**src/rtl/opendap_mem_ap_pkg.sv**
```systemverilog
`default_nettype none
// ============================================================================
// opendap_mem_ap_pkg : register map, CSW fields and APB FSM encoding for MEM-AP
// Revision: 1.0
// ============================================================================
package opendap_mem_ap_pkg;

  localparam logic [7:0] OFF_CSW  = 8'h00;
  localparam logic [7:0] OFF_TAR  = 8'h04;
  localparam logic [7:0] OFF_DRW  = 8'h0C;
  localparam logic [7:0] OFF_BD0  = 8'h10;
  localparam logic [7:0] OFF_BD1  = 8'h14;
  localparam logic [7:0] OFF_BD2  = 8'h18;
  localparam logic [7:0] OFF_BD3  = 8'h1C;
  localparam logic [7:0] OFF_CFG  = 8'hF4;
  localparam logic [7:0] OFF_BASE = 8'hF8;
  localparam logic [7:0] OFF_IDR  = 8'hFC;

  localparam int CSW_DBGSWEN     = 31;
  localparam int CSW_TRINPROG    = 7;
  localparam int CSW_DEVICEEN    = 6;
  localparam int CSW_ADDRINC_LSB = 4;
  localparam logic [2:0] CSW_SIZE_WORD = 3'b010;

  localparam logic [1:0] ADDRINC_OFF    = 2'b00;
  localparam logic [1:0] ADDRINC_SINGLE = 2'b01;

  typedef enum logic [1:0] {
    APB_IDLE   = 2'd0,
    APB_SETUP  = 2'd1,
    APB_ACCESS = 2'd2
  } apb_state_e;

endpackage
`default_nettype wire

```
**src/rtl/opendap_mem_ap_apb_fsm.sv**
```systemverilog
`default_nettype none
// ============================================================================
// opendap_mem_ap_apb_fsm : single 32-bit APB3 master transfer engine
// Revision: 1.0
// ============================================================================
module opendap_mem_ap_apb_fsm
  import opendap_mem_ap_pkg::*;
#(
  parameter int ADDR_W = 32
) (
  input  logic              swclk,
  input  logic              rst_n,
  input  logic              start_i,
  input  logic              write_i,
  input  logic [ADDR_W-1:0] addr_i,
  input  logic [31:0]       wdata_i,
  output logic              busy_o,
  output logic              done_o,
  output logic              err_o,
  output logic [31:0]       rdata_o,
  output logic              psel_o,
  output logic              penable_o,
  output logic              pwrite_o,
  output logic [ADDR_W-1:0] paddr_o,
  output logic [31:0]       pwdata_o,
  input  logic [31:0]       prdata_i,
  input  logic              pready_i,
  input  logic              pslverr_i
);

  apb_state_e        state_q, state_d;
  logic              pwrite_q;
  logic [ADDR_W-1:0] paddr_q;
  logic [31:0]       pwdata_q;

  // Address/data are captured only on start so they stay stable for the whole transfer
  always_ff @(posedge swclk or negedge rst_n) begin
    if (!rst_n) begin
      state_q  <= APB_IDLE;
      pwrite_q <= 1'b0;
      paddr_q  <= '0;
      pwdata_q <= '0;
    end else begin
      state_q <= state_d;
      if (start_i && state_q == APB_IDLE) begin
        pwrite_q <= write_i;
        paddr_q  <= addr_i;
        pwdata_q <= wdata_i;
      end
    end
  end

  always_comb begin
    state_d = state_q;
    done_o  = 1'b0;
    case (state_q)
      APB_IDLE:   if (start_i) state_d = APB_SETUP;
      APB_SETUP:  state_d = APB_ACCESS;
      APB_ACCESS: begin
        if (pready_i) begin
          done_o  = 1'b1;
          state_d = APB_IDLE;
        end
      end
      default:    state_d = APB_IDLE;
    endcase
  end

  assign psel_o    = (state_q != APB_IDLE);
  assign penable_o = (state_q == APB_ACCESS);
  assign busy_o    = psel_o;
  assign err_o     = done_o & pslverr_i;
  assign rdata_o   = prdata_i;
  assign pwrite_o  = pwrite_q;
  assign paddr_o   = paddr_q;
  assign pwdata_o  = pwdata_q;

endmodule
`default_nettype wire

```
**src/rtl/opendap_mem_ap_apb.sv**
```systemverilog
`default_nettype none
// ============================================================================
// opendap_mem_ap_apb : MEM-AP register file and decode, DRW/BDn mapped to APB3
// Revision: 1.0
// ============================================================================
module opendap_mem_ap_apb
  import opendap_mem_ap_pkg::*;
#(
  parameter logic [7:0]  APSEL  = 8'd0,
  parameter logic [31:0] IDR    = 32'h04770002,
  parameter logic [31:0] BASE   = 32'h00000003,
  parameter int          ADDR_W = 32
) (
  input  logic              swclk,
  input  logic              rst_n,
  input  logic [7:0]        ap_sel,
  input  logic [5:0]        ap_addr,
  input  logic [31:0]       ap_wdata,
  input  logic              ap_wen,
  input  logic              ap_ren,
  output logic [31:0]       ap_rdata,
  output logic              ap_rdy,
  output logic              ap_err,
  output logic              psel,
  output logic              penable,
  output logic              pwrite,
  output logic [ADDR_W-1:0] paddr,
  output logic [31:0]       pwdata,
  input  logic [31:0]       prdata,
  input  logic              pready,
  input  logic              pslverr
);

  logic [1:0]  addrinc_q, addrinc_d;
  logic [31:0] tar_q, tar_d;
  logic [31:0] rdata_q, rdata_d;
  logic        err_q;
  logic        drw_q;

  logic [7:0]  offset;
  logic        accept, is_drw, is_bd, is_apb, apb_start;
  logic [31:0] apb_addr32, csw_val, reg_rdata;
  logic        fsm_busy, fsm_done, fsm_err;
  logic [31:0] fsm_rdata;

  assign offset     = {ap_addr, 2'b00};
  assign accept     = (ap_sel == APSEL) && ap_rdy && (ap_wen || ap_ren);
  assign is_drw     = (offset == OFF_DRW);
  assign is_bd      = (offset[7:4] == OFF_BD0[7:4]);
  assign is_apb     = is_drw || is_bd;
  assign apb_start  = accept && is_apb;
  assign apb_addr32 = is_bd ? {tar_q[31:4], offset[3:2], 2'b00} : tar_q;

  always_comb begin
    csw_val                                = 32'h0;
    csw_val[CSW_DBGSWEN]                   = 1'b1;
    csw_val[CSW_TRINPROG]                  = !ap_rdy;
    csw_val[CSW_DEVICEEN]                  = 1'b1;
    csw_val[CSW_ADDRINC_LSB +: 2]          = addrinc_q;
    csw_val[2:0]                           = CSW_SIZE_WORD;
  end

  always_comb begin
    case (offset)
      OFF_CSW:  reg_rdata = csw_val;
      OFF_TAR:  reg_rdata = tar_q;
      OFF_BASE: reg_rdata = BASE;
      OFF_IDR:  reg_rdata = IDR;
      default:  reg_rdata = 32'h0;
    endcase
  end

  // ap_wen has priority over ap_ren when both strobe together
  always_comb begin
    addrinc_d = addrinc_q;
    tar_d     = tar_q;
    rdata_d   = rdata_q;
    if (accept && !is_apb) begin
      if (ap_wen) begin
        if (offset == OFF_CSW) addrinc_d = ap_wdata[CSW_ADDRINC_LSB +: 2];
        if (offset == OFF_TAR) tar_d     = ap_wdata;
      end else begin
        rdata_d = reg_rdata;
      end
    end
    if (fsm_done) begin
      if (!pwrite) rdata_d = fsm_rdata;
      if (drw_q && !fsm_err && addrinc_q == ADDRINC_SINGLE)
        tar_d = {tar_q[31:12], tar_q[11:0] + 12'd4};
    end
  end

  always_ff @(posedge swclk or negedge rst_n) begin
    if (!rst_n) begin
      addrinc_q <= ADDRINC_OFF;
      tar_q     <= 32'h0;
      rdata_q   <= 32'h0;
      err_q     <= 1'b0;
      drw_q     <= 1'b0;
    end else begin
      addrinc_q <= addrinc_d;
      tar_q     <= tar_d;
      rdata_q   <= rdata_d;
      err_q     <= fsm_err;
      if (apb_start) drw_q <= is_drw;
    end
  end

  opendap_mem_ap_apb_fsm #(
    .ADDR_W (ADDR_W)
  ) u_apb_fsm (
    .swclk     (swclk),
    .rst_n     (rst_n),
    .start_i   (apb_start),
    .write_i   (ap_wen),
    .addr_i    (apb_addr32[ADDR_W-1:0]),
    .wdata_i   (ap_wdata),
    .busy_o    (fsm_busy),
    .done_o    (fsm_done),
    .err_o     (fsm_err),
    .rdata_o   (fsm_rdata),
    .psel_o    (psel),
    .penable_o (penable),
    .pwrite_o  (pwrite),
    .paddr_o   (paddr),
    .pwdata_o  (pwdata),
    .prdata_i  (prdata),
    .pready_i  (pready),
    .pslverr_i (pslverr)
  );

  assign ap_rdy   = !fsm_busy;
  assign ap_err   = err_q;
  assign ap_rdata = rdata_q;

endmodule
`default_nettype wire
```
**config.mk**
```make
export PLATFORM = sky130hd
export DESIGN_NAME = opendap_mem_ap_apb
export DESIGN_NICKNAME = d
export VERILOG_FILES = /design/src/rtl/opendap_mem_ap_pkg.sv /design/src/rtl/opendap_mem_ap_apb_fsm.sv /design/src/rtl/opendap_mem_ap_apb.sv
export SDC_FILE = /design/constraint.sdc
export NUM_CORES = 1
export LEC_CHECK = 0
export ABC_AREA = 1
export BUFFER_PORTS_ARGS = -buffer_cell sky130_fd_sc_hd__buf_2
export CORE_MARGIN = 2
export CORE_UTILIZATION = 50
export DETAILED_ROUTE_END_ITERATION = 6
export PLACE_DENSITY = 0.78
export SLEW_MARGIN = 20
export SYNTH_ARGS = -nofsm -noshare
export SYNTH_HDL_FRONTEND = slang
export SYNTH_HIERARCHICAL = 1
export SYNTH_SLANG_ARGS = --single-unit
```
**constraint.sdc**
```tcl
create_clock -name swclk -period 2.5 [get_ports swclk]
set_input_delay 0.25 -clock swclk [delete_from_list [all_inputs] [get_ports swclk]]
set_output_delay 0.25 -clock swclk [all_outputs]
set_load 0.05 [all_outputs]
```
Word-level counts from Yosys, hierarchy flattened
Index checks and enable logic that the tools add are counted.
{ "totals": {"reg_bits": 135, "in_bits": 84, "out_inout_bits": 101, "word_cells": 57} }
{ "classes": {"add_sub_neg": 1, "eq_ne": 11, "n_mux": 16, "n_bitwise": 1, "n_reduce_logical": 18} }
{ "ops": {"columns": ["operator", "count"], "rows": [
  ["32-bit 2-to-1 mux", 9],
  ["32-bit one-hot mux with 4 select lines", 1],
  ["8-bit zero test", 2],
  ["12-bit by 3-bit adder with 12-bit output (second input constant)", 1],
  ["6-bit equality test (second input constant)", 2],
  ["1-bit logical AND", 7],
  ["6-bit by 1-bit equality test with 1-bit output (second input constant)", 1],
  ["6-bit by 2-bit equality test with 1-bit output (second input constant)", 1],
  ["2-bit one-hot mux with 3 select lines", 1],
  ["2-bit by 1-bit equality test with 1-bit output (second input constant)", 2],
  ["4-bit by 1-bit equality test with 1-bit output (second input constant)", 1],
  ["2-bit 2-to-1 mux", 2],
  ["4-bit 2-to-1 mux", 1],
  ["2-bit by 1-bit != test with 1-bit output (second input constant)", 2],
  ["1-bit zero test", 3],
  ["3-bit AND reduction", 1],
  ["2-bit equality test (second input constant)", 1],
  ["2-bit zero test", 1],
  ["1-bit logical OR", 2],
  ["1-bit 2-to-1 mux", 2],
  ["2-bit != test (second input constant)", 1],
  ["2-bit AND reduction", 1],
  ["2-bit nonzero test", 1],
  ["1-bit bitwise AND", 1]
]} }

Longest topological paths before layout
{ "logic_depth": {"depth_word": 8, "mapped_depth": 14, "mapped_depth_nobuf": 12} }

By module
Netlist, hierarchy kept.
{ "modules_own_cells": {"columns": ["module", "n_inst", "cells_each", "area_per_inst_um2", "seq_area_each_um2"], "rows": [
  ["opendap_mem_ap_apb", 1, 557, 3941.3, 1701.6],
  ["opendap_mem_ap_apb_fsm", 1, 329, 2914.0, 1676.6]
]} }

Worst setup path before layout
No wires, ideal clock.
{ "synth_timing": {"path_kind": "register to register", "start": "register u_apb_fsm.state_q[1]", "end": "register u_apb_fsm.paddr_q[0], in the netlist u_apb_fsm/paddr_o[0]", "setup_ns": 0.119, "arrival_ns": 2.148, "t_required_ns": 2.381, "setup_slack_ns": 0.233, "path_stages_with_launch": 14, "n_path_buf": 3, "period_less_slack_ns": 2.267, "path_cell_list": "dfrtp_1 nor2_4 clkbuf_1 inv_1 inv_2 nand2_1 nor2_1 nand3_1 nor2_1 nand2_1 buf_4 buf_4 nand2_1 nand2_1"} }
{ "synth_between": {"elab_chain_len": 6, "elab_cells_between_ends": 7, "cone_classes": "reduce/logical: 7"} }
{ "synth_rtl": {"columns": ["item", "line", "text"], "rows": [
  ["from (decl)", "opendap_mem_ap_apb_fsm.sv:31", "apb_state_e state_q, state_d;"],
  ["from (signal assigned)", "opendap_mem_ap_apb_fsm.sv:44", "state_q <= state_d;"],
  ["2-bit nonzero test", "opendap_mem_ap_apb_fsm.sv:69", "assign psel_o = (state_q != APB_IDLE);"],
  ["via fsm_busy", "opendap_mem_ap_apb.sv:43", "logic fsm_busy, fsm_done, fsm_err;"],
  ["1-bit zero test", "opendap_mem_ap_apb.sv:132", "assign ap_rdy = !fsm_busy;"],
  ["via ap_rdy", "opendap_mem_ap_apb.sv:22", "output logic ap_rdy,"],
  ["1-bit logical AND (2 in series)", "opendap_mem_ap_apb.sv:47", "assign accept = (ap_sel == APSEL) && ap_rdy && (ap_wen || ap_ren);"],
  ["1-bit logical AND", "opendap_mem_ap_apb.sv:51", "assign apb_start = accept && is_apb;"],
  ["via apb_start", "opendap_mem_ap_apb.sv:41", "logic accept, is_drw, is_bd, is_apb, apb_start;"],
  ["1-bit logical AND", "opendap_mem_ap_apb_fsm.sv:45", "if (start_i && state_q == APB_IDLE) begin"],
  ["to (signal assigned)", "opendap_mem_ap_apb_fsm.sv:47", "paddr_q <= addr_i;"],
  ["to (decl)", "opendap_mem_ap_apb_fsm.sv:33", "logic [ADDR_W-1:0] paddr_q;"]
]} }
The timed path passes the listed nets, and every way through them passes these cells.
A chain may end at the register's enable or synchronous reset.

Worst setup path after layout
{ "layout_timing": {"start": "register u_apb_fsm.state_q[1]", "end": "register tar_q[20]"} }
{ "layout_between": {"elab_chain_len": 8, "elab_cells_between_ends": 15, "cone_classes": "eq/ne: 2; mux: 4; bitwise: 1; reduce/logical: 8"} }
{ "layout_rtl": {"columns": ["item", "line", "text"], "rows": [
  ["2-bit nonzero test", "opendap_mem_ap_apb_fsm.sv:69", null],
  ["1-bit zero test", "opendap_mem_ap_apb.sv:132", null],
  ["1-bit logical AND (2 in series)", "opendap_mem_ap_apb.sv:47", null],
  ["1-bit logical AND", "opendap_mem_ap_apb.sv:78", "if (accept && !is_apb) begin"],
  ["32-bit 2-to-1 mux", "opendap_mem_ap_apb.sv:78", null],
  ["32-bit 2-to-1 mux", "opendap_mem_ap_apb.sv:88", "if (drw_q && !fsm_err && addrinc_q == ADDRINC_SINGLE)"],
  ["32-bit 2-to-1 mux", "opendap_mem_ap_apb.sv:86", "if (fsm_done) begin"],
  ["to (signal assigned)", "opendap_mem_ap_apb.sv:102", "tar_q <= tar_d;"],
  ["to (decl)", "opendap_mem_ap_apb.sv:35", "logic [31:0] tar_q, tar_d;"]
]} }
Several ways; a longest one is shown, not always the timed one. The select of a mux whose other input is x is not followed.

==> run summary <==
Kind of critical path - reg -> reg
CTS H-Tree Depth - 4
Filler-free cell count of the finished design - 1216
Number of buffers inserted during clock tree synthesis - 17
Length of the first detailed-routing pass in iterations - 6
Buffers from clock root to sink, at most - 2
FILL cells - 1228
Total placed instance area - 7650 um2
Cells after Synth - 886
Timing-limited maximum frequency - 458 MHz
Global-route wire length before repair - 28.9 mm
Starting DRC count in detailed routing - 628
Final setup violation count - 0
Drt drc - 0
Max Fanout on Critical Path - 43
Cell chain of the critical path - nor2_4, inv_1, inv_2, nand2_1, nor2_1, nand3_1, nor2_4, nand2_4, nor2_8, nand2_1, o21ai_1
Post-synthesis sequential element count - 135
Floorplan row count - 42
Slowest stage cell on the critical path - nor2_8
Crit path largest cell delay - 0.44 ns
Clk root buf - clkbuf_16
Net count reported at finish - 1111
Die Span Y - 121 um
Core Region - 13300 um2
Result of the run - complete, no violations
Worst hold path type - in -> reg
Synthesis-to-finish area growth - 21.2%
Relative slew slack - 54.0%
Final period utilization - 87.4%
Seq. cell area - 3380 um2
Share of cells above drive strength 1 - 25.4%
Via total after detailed routing - 6158
Grt total ovfl - 0
Count of pins over their slew limit - 0
Largest net degree at the start of global routing - 68
Arrival time at the worst endpoint - 2.53 ns
Post-layout instance area - 8310 um2
Fraction of the core area covered by cells at the end of the flow - 62.5%
Total standard cell area after synthesis - 6860 um2
Element type at the critical path start - flop
RSZ-0062 raised after global routing - false
Power density normalized to cell area - 769 nW/um2
Aggregate global-route resource usage - 25.3%
Final Total Pwr - 0.00639 W
Max-cap violations - 0
Min Tclk post-route - 2.18 ns
Leak - 4.89 nW
Average wire per cell in the routed design - 14.8 um
Clock edge transition at the registers on the reported setup and hold paths - 0.06 ns
Worst-Margin Slew - 0.690 ns
DIE AREA - 14700 um2
Net count of the mapped netlist - 971
Clk Latency, worst-skew pair - 0.42 ns
Buffers on Ports - 184
Routability Congestion - 0.908
Antenna-violating nets left - 0
Initial standard-cell utilization of the core - 51.6%
Crit path capture type - flop
Number of antenna violations at the first check in global routing - 1
Clock sink total - 135
Number of warnings reported in the yosys synthesis log - 6
CTS tree - yes
Half-perimeter wire length after detailed placement - 13.0 mm
Unique masters post-synth - 30
Final clock skew - 0.00639 ns
Setup_tns - 0 ns
Sequential fraction of the synthesis area - 49.3%
Post-CTS repair timing setup buffer count - 0
Die X-Extent - 121 um
Count of final hold-check violations - 0
Average footprint of a synthesized cell - 7.74 um2
Multi-input gate area in the final layout - 2610 um2
Maximum vdd drop - 0.500 mV
Routed wire length - 18.0 mm
Required time worst endpoint - 2.85 ns
Number of global-route vias before repair - 5693
IO Count - 185
Placed cells - 1182
Average vias per placed instance - 5.06
cell usage in the layout (no fill, tap or decap), types with 4 or more instances in the layout:
master	instances
nand2_1	276
buf_2	183
nand3_1	159
dfrtp_1	135
inv_1	93
nor2_1	32
o21ai_0	23
o21ai_1	19
clkbuf_16	17
buf_4	17
or2_2	15
nand4_1	14
or2_0	8
nor2_4	5
bufinv_16	5
clkinv_2	4
cell usage after synthesis, drive strengths merged:
master  count  share of area, %
dfrtp     135                49
nand3     161                12
or2        23               2.1
nor2       40               2.9
buf        70               6.8
o21ai      42               3.1
o211ai      1              0.11
inv        96               5.3
xnor2       1              0.13
a21oi       2              0.15
nand3b      3              0.33
nor3        3              0.22
nand4      14               1.3
nand2     279                15
xor2        1              0.13
clkbuf     12              0.66
ha          1              0.18
clkinv      2              0.11
flip-flops by register name, summed over array words and instances (netlist names):
name	flops
ap_err	1
drw_q	1
ap_rdata	32
u_apb_fsm/paddr_o	32
u_apb_fsm/state_q	2
addrinc_q	2
u_apb_fsm/pwrite_o	1
tar_q	32
u_apb_fsm/pwdata_o	32
repair_timing:
action                                 4_1_cts  5_1_grt
hold buffers                                 1        0
endpoints found under the hold margin       65        0
resized for setup                            0        0
critical path: cells and delay by family, from the launching register on:
family | cells | cell delay (ns)
flops | 1 | 0.42
compound gates | 1 | 0.10
simple gates | 8 | 1.43
buf+inv | 2 | 0.14
metal layers:
layer | GRT usage, % | up-vias | routed length, um
li1 | - | 3033 | -
met1 | 38.0 | 2857 | 8540
met2 | 35.7 | 238 | 7760
met3 | 5.40 | 30 | 1330
met4 | 9.52 | 0 | 379
met5 | 0 | - | 0
area by class of cell:
type                            count  share of cell area, %
Clock buffer                       19                   5.33
Timing Repair Buffer              203                   13.1
Antenna cell                        1                 0.0301
Clock inverter                     13                   2.44
Sequential cell                   135                   40.7
Tap cell                          176                   2.65
Multi-Input combinational cell    571                   31.4
Inverter                           98                   4.43
kinds of logic (layout without fill, tap and decap cells):
logic type | Yosys count | after routing | share of synthesized area, %
AND/OR/NAND/NOR | 523 | 523 | 34.2
buffers and inverters | 180 | 333 | 12.8
flip-flops | 135 | 135 | 49.3
AO/OA/AOI/OAI | 45 | 45 | 3.32
XOR/XNOR | 2 | 2 | 0.256
adder cells (fa/ha/maj) | 1 | 1 | 0.182
other | 0 | 1 | 0
where the power goes:
group / switching [W] / internal (W) / total (W) / leakage, nW
combinational: 0.000942 / 0.000296 / 0.00124 / 2.92
clock: 0.000941 / 0.00179 / 0.00273 / 0.313
sequential: 0.0000863 / 0.00234 / 0.00243 / 1.66
total: 0.00197 / 0.00442 / 0.00639 / 4.89
path summary, 6_finish.rpt:
kind | from | to | slack, ns | depth (start not counted)
max | u_apb_fsm/state_q[1]$_DFFE_PN0P_ | tar_q[20]$_DFFE_PN0P_ | 0.32 | 11
min | prdata[10] | ap_rdata[10]$_DFF_PN0_ | 0.03 | 3
max reg2reg | u_apb_fsm/state_q[1]$_DFFE_PN0P_ | tar_q[20]$_DFFE_PN0P_ | 0.32 | 11
min reg2reg | u_apb_fsm/pwdata_o[12]$_DFFE_PN0P_ | u_apb_fsm/pwdata_o[12]$_DFFE_PN0P_ | 0.46 | 2
max in group asynchronous | rst_n | ap_rdata[26]$_DFF_PN0_ | 1.36 | 3
min in group asynchronous | rst_n | ap_rdata[15]$_DFF_PN0_ | 0.41 | 2
stage by stage:
stage | hold slack, ns | setup slack [ns]
2_1_floorplan | -0.0456 | 0.233
3_3_place_gp | 0.290 | 0.468
3_5_place_dp | 0.294 | 0.320
4_1_cts | 0.0235 | 0.303
5_1_grt | 0.0414 | 0.0599
6_report | 0.0301 | 0.316
No activity file was read; power rests on OpenSTA's default activity.
